<file path="config.mk">
export PLATFORM = sky130hd
export DESIGN_NAME = cv32e40p_ft_selftest_ctrl
export DESIGN_NICKNAME = d
export VERILOG_FILES = /design/src/rtl/cv32e40p_ft_selftest_ctrl.sv
export SDC_FILE = /design/constraint.sdc
export NUM_CORES = 1
export LEC_CHECK = 0
export CELL_PAD_IN_SITES_DETAIL_PLACEMENT = 2
export CELL_PAD_IN_SITES_GLOBAL_PLACEMENT = 2
export CORE_UTILIZATION = 29
export CTS_CLUSTER_DIAMETER = 100
export DETAILED_ROUTE_END_ITERATION = 6
export PLACE_DENSITY_LB_ADDON = 0.1
export SETUP_SLACK_MARGIN = 0.02
export SYNTH_ARGS = -nofsm -noshare
export SYNTH_HDL_FRONTEND = slang
export SYNTH_SLANG_ARGS = --single-unit
</file>
<file path="constraint.sdc">
create_clock -name clk -period 7.4 [get_ports clk]
set_input_delay 1.48 -clock clk [delete_from_list [all_inputs] [get_ports clk]]
set_output_delay 1.48 -clock clk [all_outputs]
set_load 0.005 [all_outputs]
</file>
<file path="src/rtl/cv32e40p_ft_selftest_ctrl.sv">
// ---------------------------------------------------------------------------
// cv32e40p_ft_selftest_ctrl
//
// Periodic self-test scheduler for the triplicated compressed-decoder group.
// While the decode stage is idle it steers a pseudo-random stream of
// compressed-format test instructions onto all three replicas and counts the
// per-replica disagreements reported by the voters. At the end of a complete
// run a single clearly faulty replica is reported through set_broken_o so the
// breakage monitors retire it. If two or more replicas look faulty in the same
// run, nothing is retired and multi_fail_o is raised instead.
//
// Optional feature macro: CV32E40P_FT_SELFTEST_PERIODIC_EN
//   defined   : an interval counter starts a run every INTERVAL WAIT cycles.
//   undefined : runs start only on start_i; INTERVAL is unused.
//
// Ports:
//   clk           in   clock, rising edge
//   rst           in   asynchronous active-high reset
//   start_i       in   request an immediate run (honoured in WAIT only)
//   idle_i        in   decode-stage input unused this cycle
//   block_err_i   in   [2:0] per-replica disagreement from the voters
//   test_sel_o    out  steer test_instr_o onto the replica inputs (comb.)
//   test_instr_o  out  [31:0] current test instruction (comb.)
//   set_broken_o  out  [2:0] one-cycle retire pulse (registered)
//   busy_o        out  high in ARMED and TEST (registered)
//   done_o        out  one-cycle pulse in REPORT (registered)
//   fail_o        out  [2:0] sticky per-replica fault flags (registered)
//   multi_fail_o  out  sticky: one run flagged >= 2 replicas (registered)
// ---------------------------------------------------------------------------
module cv32e40p_ft_selftest_ctrl #(
    parameter int unsigned INTERVAL       = 1024,
    parameter int unsigned NUM_VECTORS    = 16,
    parameter int unsigned FAIL_THRESHOLD = 2,
    parameter logic [31:0] LFSR_SEED      = 32'h0000_0001
) (
    input  logic        clk,
    input  logic        rst,
    input  logic        start_i,
    input  logic        idle_i,
    input  logic [2:0]  block_err_i,
    output logic        test_sel_o,
    output logic [31:0] test_instr_o,
    output logic [2:0]  set_broken_o,
    output logic        busy_o,
    output logic        done_o,
    output logic [2:0]  fail_o,
    output logic        multi_fail_o
);

    localparam logic [31:0]  LFSR_TAPS = 32'h8020_0003;
    localparam int unsigned  CW        = $clog2(NUM_VECTORS + 1);
    localparam logic [CW-1:0] VEC_LAST = CW'(NUM_VECTORS - 1);
    localparam logic [CW-1:0] CNT_MAX  = CW'(NUM_VECTORS);
    localparam logic [CW-1:0] THRESH   = CW'(FAIL_THRESHOLD);

    // Elaboration-time guard against unusable parameter sets.
    if ((INTERVAL < 2) || (NUM_VECTORS < 1) || (FAIL_THRESHOLD < 1) ||
        (FAIL_THRESHOLD > NUM_VECTORS) || (LFSR_SEED == 32'h0000_0000)) begin : g_bad_params
        $error("cv32e40p_ft_selftest_ctrl: parameter out of range");
    end

    typedef enum logic [1:0] {
        S_WAIT   = 2'd0,
        S_ARMED  = 2'd1,
        S_TEST   = 2'd2,
        S_REPORT = 2'd3
    } state_e;

    // One step of the right-shifting Galois LFSR.
    function automatic logic [31:0] lfsr_step(input logic [31:0] v);
        logic [31:0] r;
        r = {1'b0, v[31:1]};
        if (v[0]) begin
            r = r ^ LFSR_TAPS;
        end else begin
            r = r;
        end
        return r;
    endfunction

    // Saturating mismatch-counter increment.
    function automatic logic [CW-1:0] sat_inc(input logic [CW-1:0] c, input logic hit);
        logic [CW-1:0] r;
        if (hit && (c != CNT_MAX)) begin
            r = c + CW'(1);
        end else begin
            r = c;
        end
        return r;
    endfunction

    // Number of set bits in a 3-bit vector.
    function automatic logic [1:0] ones3(input logic [2:0] v);
        return {1'b0, v[0]} + {1'b0, v[1]} + {1'b0, v[2]};
    endfunction

    state_e                 state_q, state_d;
    logic [31:0]            lfsr_q, lfsr_d;
    logic [CW-1:0]          vec_q, vec_d;
    logic [2:0][CW-1:0]     cnt_q, cnt_d, cnt_inc_s;
    logic [2:0]             flag_s;
    logic [2:0]             set_broken_q, set_broken_d;
    logic                   done_q, done_d;
    logic                   busy_q, busy_d;
    logic [2:0]             fail_q, fail_d;
    logic                   multi_q, multi_d;
    logic                   test_sel_s;
    logic                   arm_s;
    logic                   expire_s;

    assign test_sel_s   = (state_q == S_TEST) && idle_i;
    assign test_sel_o   = test_sel_s;
    // Never emit 2'b11 in the low bits so every vector is compressed-format.
    assign test_instr_o = {lfsr_q[31:2], (lfsr_q[1:0] == 2'b11) ? 2'b00 : lfsr_q[1:0]};
    assign set_broken_o = set_broken_q;
    assign done_o       = done_q;
    assign busy_o       = busy_q;
    assign fail_o       = fail_q;
    assign multi_fail_o = multi_q;

`ifdef CV32E40P_FT_SELFTEST_PERIODIC_EN
    localparam int unsigned   IW       = (INTERVAL > 1) ? $clog2(INTERVAL) : 1;
    localparam logic [IW-1:0] INT_LOAD = IW'(INTERVAL - 1);

    logic [IW-1:0] int_q, int_d;

    assign expire_s = (state_q == S_WAIT) && (int_q == {IW{1'b0}});

    // Interval counter: counts down only in WAIT, reloads whenever a run is armed.
    always_comb begin
        int_d = int_q;
        if (arm_s) begin
            int_d = INT_LOAD;
        end else if ((state_q == S_WAIT) && (int_q != {IW{1'b0}})) begin
            int_d = int_q - IW'(1);
        end else begin
            int_d = int_q;
        end
    end

    // Interval counter register.
    always_ff @(posedge clk or posedge rst) begin
        if (rst) begin
            int_q <= INT_LOAD;
        end else begin
            int_q <= int_d;
        end
    end
`else
    assign expire_s = 1'b0;
`endif

    // Mismatch counts including this cycle's voter result, and the fault flags
    // they imply; used both to update the counters and to judge the last vector.
    always_comb begin
        for (int m = 0; m < 3; m++) begin
            cnt_inc_s[m] = sat_inc(cnt_q[m], block_err_i[m] & test_sel_s);
            flag_s[m]    = (cnt_inc_s[m] >= THRESH);
        end
    end

    // Next-state logic, run bookkeeping and registered-output inputs.
    always_comb begin
        state_d      = state_q;
        lfsr_d       = lfsr_q;
        vec_d        = vec_q;
        cnt_d        = cnt_q;
        set_broken_d = 3'b000;
        done_d       = 1'b0;
        fail_d       = fail_q;
        multi_d      = multi_q;
        arm_s        = 1'b0;

        case (state_q)
            S_WAIT: begin
                if (start_i || expire_s) begin
                    state_d = S_ARMED;
                    arm_s   = 1'b1;
                end else begin
                    state_d = S_WAIT;
                end
            end
            S_ARMED: begin
                if (idle_i) begin
                    state_d = S_TEST;
                end else begin
                    state_d = S_ARMED;
                end
            end
            S_TEST: begin
                if (!idle_i) begin
                    // Live traffic arrived: discard the partial run and re-arm.
                    state_d = S_ARMED;
                    arm_s   = 1'b1;
                end else begin
                    lfsr_d = lfsr_step(lfsr_q);
                    vec_d  = vec_q + CW'(1);
                    cnt_d  = cnt_inc_s;
                    if (vec_q == VEC_LAST) begin
                        // Verdict is registered so it is visible during REPORT.
                        state_d = S_REPORT;
                        done_d  = 1'b1;
                        if (ones3(flag_s) == 2'd1) begin
                            set_broken_d = flag_s;
                            fail_d       = fail_q | flag_s;
                        end else if (ones3(flag_s) >= 2'd2) begin
                            fail_d  = fail_q | flag_s;
                            multi_d = 1'b1;
                        end else begin
                            fail_d = fail_q;
                        end
                    end else begin
                        state_d = S_TEST;
                    end
                end
            end
            S_REPORT: begin
                state_d = S_WAIT;
            end
            default: begin
                state_d = S_WAIT;
            end
        endcase

        if (arm_s) begin
            lfsr_d = LFSR_SEED;
            vec_d  = {CW{1'b0}};
            cnt_d  = {3*CW{1'b0}};
        end else begin
            lfsr_d = lfsr_d;
        end

        busy_d = (state_d == S_ARMED) || (state_d == S_TEST);
    end

    // State, LFSR, counters and registered outputs.
    always_ff @(posedge clk or posedge rst) begin
        if (rst) begin
            state_q      <= S_WAIT;
            lfsr_q       <= LFSR_SEED;
            vec_q        <= {CW{1'b0}};
            cnt_q        <= {3*CW{1'b0}};
            set_broken_q <= 3'b000;
            done_q       <= 1'b0;
            busy_q       <= 1'b0;
            fail_q       <= 3'b000;
            multi_q      <= 1'b0;
        end else begin
            state_q      <= state_d;
            lfsr_q       <= lfsr_d;
            vec_q        <= vec_d;
            cnt_q        <= cnt_d;
            set_broken_q <= set_broken_d;
            done_q       <= done_d;
            busy_q       <= busy_d;
            fail_q       <= fail_d;
            multi_q      <= multi_d;
        end
    end

endmodule

</file>
After elaboration in Yosys (flattened, before gate mapping)

Index checks and enable logic that the tools add are counted.

Register bits after elaboration: 63
Bits in latches: 0
Memory bits (writable): 0
ROM bits: 0
Input bits: 7
Output and inout bits: 42
Logic and storage cells: 81
Memories: 0

Add/sub/neg operators: 6
$mul: 0
Divide/modulo/power cells: 0
Order comparisons: 4
Equal/unequal tests: 11
Shifts and indexed selects: 0
Multiplexer cells: 31
Bitwise gates (word level): 6
Reductions and logical operators: 12

Operator list:

| cell                | count |
|---|---|
| $mux 32             | 4 |
| $mux 15             | 3 |
| $mux 5              | 6 |
| $add 5x1->5 const B | 4 |
| $mux 3              | 6 |
| $ge 5x2->1 const B  | 3 |
| $ne 5x5->1 const B  | 3 |
| $eq 2x2->1 const B  | 4 |
| $pmux 2 s4          | 1 |
| $mux 1              | 7 |
| $eq 2x1->1 const B  | 3 |
| $mux 2              | 3 |
| $reduce_bool 2->1   | 3 |
| $eq 5x4->1 const B  | 1 |
| $reduce_and 5->1    | 1 |
| $logic_and 1x1->1   | 4 |
| $not 3->4           | 1 |
| $reduce_and 4->1    | 1 |
| $and 1x1->1         | 3 |
| $or 3x3->3          | 1 |
| $add 1x1->2         | 1 |
| $add 2x1->2         | 1 |
| $ge 2x2->1 const B  | 1 |
| $logic_not 2->1     | 1 |
| other kinds (4)     | 4 |

Longest topological paths before layout

Word-level depth: 13
Depth in mapped cells: 9

Worst setup path after synthesis

Ideal clock, no wire load.

Kind: input -> output
Start point: input port idle_i
End point: output port test_sel_o
Data arrival time: 1.993 ns
Data required time: 5.920 ns
Setup slack: 3.927 ns
Cell stages on the path: 3
Path buffers: 1
Cell sequence: nand3b_4 > inv_2 > clkbuf_1

Cells in the longest elaborated chain, start to end: 1

RTL lines:

| element            | line | RTL |
|---|---|---|
| start: declaration | 39   | `input logic idle_i,` |
| $logic_and 1x1->1  | 111  | `assign test_sel_s = (state_q == S_TEST) && idle_i;` |
| end: declaration   | 41   | `output logic test_sel_o,` |

Every way passes these cells.

Worst setup path in the final report

Same ends and word-level chain as after synthesis.

==> run summary <==
outcome = finished, final reports clean
worst skew pair latency = 0.34 ns
gr ovfl total = 0
worst hold path class = reg2reg
area grow syn2layout = 18.2%
CTS tree = done
gr usage total = 0.145
post-synthesis simple-gate area fraction = 0.127
# fillers = 1130
peak supply drop = 0.000103 V
final hold vios = 0
pin count of the biggest net entering global routing = 64
H-tree lvl count = 3
r2r startpoint = state_q[1]$_DFF_PP0_
clk buf depth = 2
leading post-synthesis cells by cell area = dfrtp_1, a22o_1, buf_4, ha_1, o21ai_0
Clock Sinks = 63
Mapped Area = 3130 um2
Placed Instances = 433
mean cell area of the mapped netlist = 10.8 um2
CTS root buf = clkbuf_8
Startpoint Class = input port
core area = 10400 um2
first-pass GRT wire length = 12700 um
ant diodes = 0
Slew Viols, Final = 0
worst hold path startpoint = fail_o[1]$_DFFE_PP0P_
Worst-Margin Slew = 0.836 ns
sequential cell area fraction in the yosys report = 0.504
die height = 106 um
Synth Register Bits = 63
largest family of logic cells by synthesized area = compound AO/OA/AOI/OAI gates
initial antenna violation count = 0
initial core utilization = 0.301
final-stage net count = 326
DIE AREA = 11200 um2
Final GP Congestion = 0.731
CTS clk-pin slew, worst paths = 0.07 ns
remaining antenna violation count = 0
setup tns final = 0 ns
# IOs = 49
Synth Warn # = 0
fmax = 192 MHz
DR vias/cell = 4.97
drt drc = 0
Synth Instances = 290
Final Instance Area = 3700 um2
vias in the first global route = 2457
Clock Skews = 0.0100 ns
Synth Area in Adders = 0.0463
fraction of layout cells with a size suffix above 1 = 0.0735
Synth Area in Compound Gates = 0.185
setup violators final = 0
HPWL Detailed = 4770 um
Final Non-Filler Cells = 449
crit path launch = idle_i
post-synthesis net count = 308
mux contribution to synthesized area = 0.00639
Tmin final = 5.21 ns
drt first pass iters = 4
Crit. End Element = output pin
dpl cell area = 3510 um2
Worst Path Max Fanout = 45
wire per inst = 16.5 um
post-CTS setup buffers = 0
Horiz. Die Dim = 106 um
Synth top area share = 0.495
power density cells = 255 nW/um2
most frequent cells in the layout = dfrtp_1, clkdlybuf4s50_1, a22o_1
initial DRC count = 53
RSZ-0062 raised after global routing = no
DRT Wirelength = 7410 um
cts hold-fix bufs = 0
worst setup path category = in2out
Post-synth EDFFs = 0
Worst EP required = 5.92 ns
total CTS buffers = 9
Synth area leader = dfrtp_1
Slew HR = 0.443
fin crit share = 0.704
Rows = 37
Vias = 2231
Register Area = 1580 um2
top_reg_cell synth = dfrtp_1
Netlist cell types = 47
max cap viols = 0
crit path DAT = 3.73 ns
Leak = 0.00169 uW
xor and xnor fraction of the mapped netlist area = 0.0280
Async SR Flop Fraction = 1.00
commonest non-fill, non-tap cell in the layout = dfrtp_1
multi-input logic area = 1230 um2
PortBufs = 48
CTS resizes = 0
-- cell families after synthesis --
group / count (synthesis)
compound gates: 79
fa+ha+maj: 11
buf+inv: 55
xor+xnor: 10
simple gates: 70
flops: 63
mux: 2
-- through the flow --
stage | setup WS, ns | hold slack [ns] | utilization | power [uW]
3_5_place_dp | 2.17 | 0.446 | 0.337 | 659
2_1_floorplan | 3.93 | 0.451 | - | 583
5_1_grt | 2.06 | 0.483 | 0.356 | 1010
6_report | 2.19 | 0.463 | 0.356 | 945
4_1_cts | 2.17 | 0.471 | 0.356 | 966
3_3_place_gp | 2.21 | 0.449 | 0.337 | 653
-- layer usage --
metal / routed length (um) / GRT usage / up-vias / share of wire
li1: - / - / 1043 / -
met1: 3700 / 0.200 / 1150 / 0.50
met2: 3460 / 0.227 / 34 / 0.47
met3: 194 / 0.0343 / 4 / 0.026
met4: 51 / 0.0387 / 0 / 0.0069
met5: 0 / 0 / - / 0
-- state kept, by name, summed over array words and instances (netlist names) --
| register | cells |
|---|---|
| fail_o | 3 |
| busy_o | 1 |
| state_q | 2 |
| cnt_q | 15 |
| vec_q | 5 |
| set_broken_o | 3 |
| done_o | 1 |
| multi_fail_o | 1 |
| lfsr_q | 32 |
-- worst paths after layout --
check | to | slack [ns] | depth (start not counted)
worst min register to register | fail_o[1]$_DFFE_PP0P_ | 0.46 | 1
worst max register to register | fail_o[1]$_DFFE_PP0P_ | 4.18 | 8
max in group asynchronous | cnt_q[7]$_DFFE_PP0P_ | 5.16 | 3
worst min-delay path | fail_o[1]$_DFFE_PP0P_ | 0.46 | 1
worst max-delay path | test_sel_o | 2.19 | 4
min in group asynchronous | lfsr_q[6]$_DFFE_PP0P_ | 1.71 | 3
-- where the power goes --
group / total [uW] / internal (uW) / switching [uW]
Combinational: 228 / 90.1 / 138
Sequential: 418 / 379 / 39.7
Clock: 299 / 155 / 144
-- area by class of cell --
class,count,share of cell area
Clock buffer,10,0.0345
Multi-Input combinational cell,172,0.332
Inverter,13,0.0132
Clock inverter,6,0.0166
Tap cell,136,0.0459
Timing Repair Buffer,49,0.132
Sequential cell,63,0.426
-- worst max-delay path, stage by stage --
cell and delay (ns):
clkdlybuf4s50_1 0.63, nand3b_4 0.26, inv_2 0.67, clkdlybuf4s50_1 0.64
-- synth_stat cells (all sizes together) (6+ instances only) --
master and count:
nand4 8, o21ai 16, clkbuf 9, nand2 14, buf 33, a21oi 9, nor2 17, a21o 6
ha 10, inv 13, dfrtp 62, a22o 30
Power figures use the tool's default switching activity.
